$ cat config.mk
export PLATFORM = sky130hd
export DESIGN_NAME = pc_gen
export DESIGN_NICKNAME = d
export VERILOG_FILES = /design/src/rtl/pc_pkg.sv /design/src/rtl/pc_target_mux.sv /design/src/rtl/pc_gen.sv
export SDC_FILE = /design/constraint.sdc
export NUM_CORES = 1
export LEC_CHECK = 0
export ABC_CLOCK_PERIOD_IN_PS = 2700
export CORE_ASPECT_RATIO = 0.6
export CORE_MARGIN = 2
export CORE_UTILIZATION = 42
export DETAILED_ROUTE_END_ITERATION = 6
export PLACE_DENSITY = 0.82
export SYNTH_ARGS = -nofsm -noshare
export SYNTH_HDL_FRONTEND = slang
export SYNTH_SLANG_ARGS = --single-unit
$ cat constraint.sdc
create_clock -name clk -period 2.7 [get_ports clk]
set_input_delay 0.405 -clock clk [delete_from_list [all_inputs] [get_ports clk]]
set_output_delay 0.405 -clock clk [all_outputs]
set_load 0.005 [all_outputs]
$ cat src/rtl/pc_pkg.sv
// Shared types and defaults for the fetch-stage program-counter generator.
// Latency: n/a (types, constants and one helper only).
// Backpressure: n/a.
package pc_pkg;

    // Next-PC source select; encodings 5-7 decode as PC_SEQ
    typedef enum logic [2:0] {
        PC_SEQ    = 3'd0,
        PC_BRANCH = 3'd1,
        PC_JALR   = 3'd2,
        PC_TRAP   = 3'd3,
        PC_MRET   = 3'd4
    } pc_sel_e;

    // Control FSM: one idle cycle after reset, normal running, redirect buffered
    typedef enum logic [1:0] {
        S_RESET = 2'd0,
        S_RUN   = 2'd1,
        S_HOLD  = 2'd2
    } pc_state_e;

    localparam int unsigned PC_INC_DEFAULT    = 4;
    localparam logic [31:0] RESET_VEC_DEFAULT = 32'h0000_0000;

    // True when a fetch target is not word aligned
    function automatic logic low_bits_set(input logic [1:0] lsb);
        return |lsb;
    endfunction

endpackage

$ cat src/rtl/pc_target_mux.sv
// Decodes pc_sel into a redirect flag and target address (JALR bit 0 cleared).
// Latency: purely combinational, zero cycles.
// Backpressure: none; the owner decides whether and when the target is applied.
module pc_target_mux
    import pc_pkg::*;
#(
    parameter int unsigned XLEN = 32
) (
    input  logic [2:0]      pc_sel,
    input  logic [XLEN-1:0] branch_tgt,
    input  logic [XLEN-1:0] jalr_tgt,
    input  logic [XLEN-1:0] trap_vec,
    input  logic [XLEN-1:0] mepc,
    output logic [XLEN-1:0] target,
    output logic            redirect,
    output logic            align_chk
);

    // Select target; trap vectors are trusted and never alignment-checked
    always_comb begin
        target    = '0;
        redirect  = 1'b0;
        align_chk = 1'b0;
        case (pc_sel)
            PC_BRANCH: begin
                target    = branch_tgt;
                redirect  = 1'b1;
                align_chk = 1'b1;
            end
            PC_JALR: begin
                target    = {jalr_tgt[XLEN-1:1], 1'b0};
                redirect  = 1'b1;
                align_chk = 1'b1;
            end
            PC_TRAP: begin
                target    = trap_vec;
                redirect  = 1'b1;
                align_chk = 1'b0;
            end
            PC_MRET: begin
                target    = mepc;
                redirect  = 1'b1;
                align_chk = 1'b1;
            end
            default: begin
                target    = '0;
                redirect  = 1'b0;
                align_chk = 1'b0;
            end
        endcase
    end

endmodule

$ cat src/rtl/pc_gen.sv
// Architectural PC register with next-PC selection and a valid/ready fetch request port.
// Latency: redirect or accepted fetch updates fetch_addr on the next cycle; one request per cycle.
// Backpressure: fetch_addr held while fetch_ready is low; redirects buffered one-deep (PC_ALIGN_CHECK_EN enables target alignment checks).
module pc_gen
    import pc_pkg::*;
#(
    parameter int unsigned     XLEN      = 32,
    parameter logic [XLEN-1:0] RESET_VEC = XLEN'(RESET_VEC_DEFAULT),
    parameter int unsigned     PC_INC    = PC_INC_DEFAULT
) (
    input  logic            clk,
    input  logic            rstn,
    input  logic [2:0]      pc_sel,
    input  logic [XLEN-1:0] branch_tgt,
    input  logic [XLEN-1:0] jalr_tgt,
    input  logic [XLEN-1:0] trap_vec,
    input  logic [XLEN-1:0] mepc,
    input  logic            stall,
    output logic            fetch_valid,
    input  logic            fetch_ready,
    output logic [XLEN-1:0] fetch_addr,
    output logic [XLEN-1:0] pc_out,
    output logic            redirect_pending,
    output logic            misalign_err,
    output logic [XLEN-1:0] misalign_addr
);

    localparam logic [XLEN-1:0] INC = XLEN'(PC_INC);

    pc_state_e       state_q;
    pc_state_e       state_d;
    logic [XLEN-1:0] pc_q;
    logic [XLEN-1:0] pend_q;
    logic            open_q;

    logic [XLEN-1:0] tgt;
    logic            redir_raw;
    logic            chk;
    logic            redir_bad;
    logic            redir;
    logic            hs;
    logic            open;

    pc_target_mux #(
        .XLEN (XLEN)
    ) u_mux (
        .pc_sel     (pc_sel),
        .branch_tgt (branch_tgt),
        .jalr_tgt   (jalr_tgt),
        .trap_vec   (trap_vec),
        .mepc       (mepc),
        .target     (tgt),
        .redirect   (redir_raw),
        .align_chk  (chk)
    );

`ifdef PC_ALIGN_CHECK_EN
    // A rejected redirect freezes pc_q, pend_q and the FSM for that cycle
    assign redir_bad = redir_raw & chk & low_bits_set(tgt[1:0]);
`else
    logic unused_chk;
    assign unused_chk = chk;
    assign redir_bad  = 1'b0;
`endif

    assign redir = redir_raw & ~redir_bad;
    assign hs    = fetch_valid & fetch_ready;
    assign open  = fetch_valid & ~fetch_ready;

    assign fetch_addr = pc_q;
    assign pc_out     = pc_q;

    // State register
    always_ff @(posedge clk) begin
        if (!rstn) begin
            state_q <= S_RESET;
        end else begin
            state_q <= state_d;
        end
    end

    // Next-state: redirect during an open request parks it; handshake releases it
    always_comb begin
        state_d = state_q;
        case (state_q)
            S_RESET: state_d = S_RUN;
            S_RUN:   if (redir && open) state_d = S_HOLD;
            S_HOLD:  if (hs && !redir_bad) state_d = S_RUN;
            default: state_d = S_RESET;
        endcase
    end

    // Outputs: once a request is open it stays valid until taken, even under stall
    always_comb begin
        fetch_valid      = (state_q != S_RESET) & ~(stall & ~open_q);
        redirect_pending = (state_q == S_HOLD);
    end

    // PC, pending-target and open-request registers
    always_ff @(posedge clk) begin
        if (!rstn) begin
            pc_q   <= RESET_VEC;
            pend_q <= '0;
            open_q <= 1'b0;
        end else begin
            open_q <= open;
            case (state_q)
                S_RESET: begin
                    if (redir) pc_q <= tgt;
                end
                S_RUN: begin
                    if (redir) begin
                        if (open) pend_q <= tgt;
                        else      pc_q   <= tgt;
                    end else if (!redir_bad && hs && !stall) begin
                        pc_q <= pc_q + INC;
                    end
                end
                S_HOLD: begin
                    // Latest redirect wins, including one arriving with the handshake
                    if (hs) begin
                        if (redir)           pc_q <= tgt;
                        else if (!redir_bad) pc_q <= pend_q;
                    end else if (redir) begin
                        pend_q <= tgt;
                    end
                end
                default: begin
                    pc_q <= pc_q;
                end
            endcase
        end
    end

`ifdef PC_ALIGN_CHECK_EN
    logic            mis_err_q;
    logic [XLEN-1:0] mis_addr_q;

    // One-cycle error pulse carrying the rejected target
    always_ff @(posedge clk) begin
        if (!rstn) begin
            mis_err_q  <= 1'b0;
            mis_addr_q <= '0;
        end else begin
            mis_err_q <= redir_bad;
            if (redir_bad) mis_addr_q <= tgt;
        end
    end

    assign misalign_err  = mis_err_q;
    assign misalign_addr = mis_addr_q;
`else
    assign misalign_err  = 1'b0;
    assign misalign_addr = '0;
`endif

endmodule

==> results of run 1 <==
[cells by family (layout without fill, tap and decap cells)]
logic type | count (synthesis) | in the layout | synth area share, %
fa+ha+maj | 5 | 5 | 1.25
simple gates | 180 | 180 | 18.6
other cells | 1 | 33 | 0.0749
xor+xnor | 9 | 9 | 1.58
mux | 32 | 32 | 6.50
buf+inv | 127 | 262 | 14.6
compound gates | 219 | 219 | 30.5
flops | 67 | 67 | 26.8
[final timing paths]
path,start,end,slack [ns]
setup / recovery,fetch_addr[2],fetch_addr[30],0.33
hold / removal,pend_q[21],pend_q[21],0.50
setup reg to reg,fetch_addr[2],fetch_addr[30],0.33
hold reg to reg,pend_q[21],pend_q[21],0.50
[sequential cells by signal (all words and copies together) (netlist names)]
name,cells
pend_q,32
open_q,1
state_q,2
fetch_addr,32
[cells in the final DEF, fill, tap and decap left out, types with 4 or more instances in the layout]
| cell type | n |
|---|---|
| a211oi_1 | 4 |
| a21oi_1 | 23 |
| a221oi_1 | 13 |
| a22oi_1 | 67 |
| a31oi_1 | 4 |
| a32o_1 | 7 |
| and2_1 | 4 |
| and3_1 | 6 |
| buf_4 | 35 |
| clkbuf_16 | 9 |
| clkdlybuf4s50_1 | 198 |
| conb_1 | 33 |
| dfxtp_1 | 67 |
| ha_1 | 5 |
| inv_1 | 10 |
| mux2_2 | 4 |
| mux2i_1 | 27 |
| nand2_1 | 29 |
| nand2b_1 | 5 |
| nand3_1 | 17 |
| nand4_1 | 8 |
| nor2_1 | 67 |
| nor2b_1 | 4 |
| nor3_1 | 12 |
| nor4_1 | 4 |
| o211ai_1 | 6 |
| o21ai_0 | 33 |
| o22ai_1 | 29 |
| o31ai_1 | 6 |
| or2_2 | 4 |
| xor2_1 | 6 |
[metal layers]
layer	global-route usage, %	up-vias
met4	7.83	0
li1	-	2630
met3	7.84	34
met1	34.5	2746
met5	0	-
met2	46.8	349
[worst min-delay path: cells and delay by family, from the launching register on]
kind             cells  cell delay, ns
AO/OA/AOI/OAI        1            0.07
flip-flops           1            0.33
AND/OR/NAND/NOR      1            0.07
[where the power goes]
group	leakage, nW	internal (mW)	switching (mW)
Combinational	1.98	0.552	0.494
Sequential	0.544	1.04	0.0767
Clock	0.163	0.928	0.446
[metrics by stage]
stage          cells  instance area [sq um]  power (mW)  hold slack [ns]
3_5_place_dp     951                   6930        2.16            0.489
3_3_place_gp     951                   6930        2.14            0.480
6_report         967                   7270        3.54            0.505
5_1_grt          967                   7270        3.68            0.536
2_1_floorplan    672                   5120        1.68            0.461
4_1_cts          967                   7270        3.54            0.507
[layout make-up]
type,count,share of cell area [%]
sequential,67,18.4
timing repair buffer,236,31.5
tap,160,2.75
clock inverter,4,1.34
inverter,10,0.516
clock buffer,12,3.39
multi-input combinational,478,42.1
==> run_results.csv, run 1 <==
group,metric,value,unit
run_status,status,"finished clean",
detailed_routing,drt-met1-wl,7.43,mm
worst_setup_path,path_max_fanout,6,
sta,fin_tns_setup,0,ns
sta,slew_headroom,52.5,%
clock_tree,ctsHoldBuffers,0,
worst_setup_path,crit_buf_inv,0,
clock_tree,post_cts_resized,0,
placement,io_buffers,199,
clock_tree,h-tree-depth,3,
sta,layout_setup_ws,0.330,ns
worst_setup_path,cpPeakStageDelay,0.69,ns
logic_synthesis,synth.area.top_cells,"dfxtp_1 (27%), a22oi_1 (10%), buf_4 (9.8%)",
placement,place_congestion,0.926,
floorplanning,start_util,43.7,%
finish,layout-drive-gt1-share,8.92,%
detailed_routing,highest_layer,"met4",
clock_tree,cts_setup_buffers,0,
detailed_routing,wl_met3,2.04,mm
sta,max_freq,422,MHz
logic_synthesis,synth_seq_cells,67,
worst_setup_path,crit_cells,7,
logic_synthesis,avgSynthCellArea,7.82,sq um
flow_run,cap_viol_max_count,0,
finish,multi_input_area,3060,sq um
sta,final_max_slew_viol_count,0,
sta,finClkSkew,0.00485,ns
logic_synthesis,syn_area,5000,sq um
logic_synthesis,synth_area_leader_cell,"dfxtp_1",
detailed_routing,drtPass1Iterations,5,
pwr,p_leak,2.69,nW
detailed_routing,postRouteAntennaNets,0,
sta,setup_violations,0,
clock_tree,cts_inserted_buffers,9,
worst_setup_path,path_cells,"ha_1, nand2_1, or4_1, or3_4, nor4_2, nor2_1, o221ai_2",
sta,finalCritPeriodShare,87.8,%
finish,final_util,63.5,%
logic_synthesis,synth_flop_cell,"dfxtp_1",
worst_setup_path,path_delay_family,"simple AND/OR/NAND/NOR gates",
clock_tree,tritoncts,"built",
logic_synthesis,yosysUniqueCellTypes,62,
global_routing,grt_first_pass_wirelength,27.9,mm
pwr,p_per_area,486,nW/um^2
floorplanning,die_h,88.6,microns
floorplanning,die_area,12800,sq um
global_routing,grt_max_degree,33,
sta,worst_slew_pin_slew,0.710,ns
finish,diodes,0,
finish,nNetsFinal,942,
clock_tree,cts-root-buf,"clkbuf_16",
pwr,vdd_drop_max,0.000329,V
global_routing,grt_usage,27.4,%
logic_synthesis,synth_top_area_share,26.8,%
detailed_routing,via_per_inst,5.96,
worst_setup_path,cp_slowest_cell,"or4_1",
clock_tree,cts.sinks,67,
logic_synthesis,ys_warn_count,0,
detailed_routing,wl_met2,8.33,mm
floorplanning,die_width,145,microns
global_routing,antenna_found_initial,0,
detailed_routing,dr.first_iter.drc_count,592,
floorplanning,io_pins,234,
logic_synthesis,synth_commonest_cells,"a22oi_1 (67), dfxtp_1 (67), nor2_1 (67)",
global_routing,overflow,0,
clock_tree,clock_path_buffers,2,
sta,post-route-min-period,2.37,ns
clock_tree,clk_latency,0.34,ns
worst_setup_path,crit_path_end_kind,"flip-flop",
worst_setup_path,reg2regPathDepth,7,
clock_tree,clk_pin_slew,0.06,ns
min_path,hold_path_class,"flip-flop to flip-flop",
finish,areaGrowthSynthToFinish,45.3,%
detailed_routing,vias,5759,
worst_setup_path,critPathArrivalTime,2.63,ns
detailed_routing,post_drt_wl_per_cell,18.8,microns
logic_synthesis,seq_area_frac_synth,26.8,%
finish,fillCellCount,960,
placement,dp_hpwl,13.8,mm
logic_synthesis,netlist_instances,640,
worst_setup_path,critPathLaunchType,"flip-flop",
logic_synthesis,synth_edf_count,0,
logic_synthesis,async_flop_share,0,%
min_path,worstHoldPathCells,2,
finish,seq_area,1340,sq um
detailed_routing,drt-total-wl,18.1,mm
floorplanning,coreArea,11400,sq um
worst_setup_path,required,2.96,ns
worst_setup_path,worstSetupPathType,"flip-flop to flip-flop",
sta,finalHoldViolCount,0,
detailed_routing,drc_errors,0,
sta,rsz0062_at_grt,"no",
placement,post-place-ws,0.185,ns
floorplanning,rows,30,
global_routing,grt_pass1_vias,5406,
Power figures use the tool's default switching activity.
==> inputs of run 2 (changes only) <==
--- a/config.mk
+++ b/config.mk
@@ -11,6 +11,7 @@
 export CORE_UTILIZATION = 42
 export DETAILED_ROUTE_END_ITERATION = 6
 export PLACE_DENSITY = 0.82
+export SLEW_MARGIN = 20
 export SYNTH_ARGS = -nofsm -noshare
 export SYNTH_HDL_FRONTEND = slang
 export SYNTH_SLANG_ARGS = --single-unit
==> results of run 2 <==
The final DEF is identical to that of run 1; final timing and power are the same.
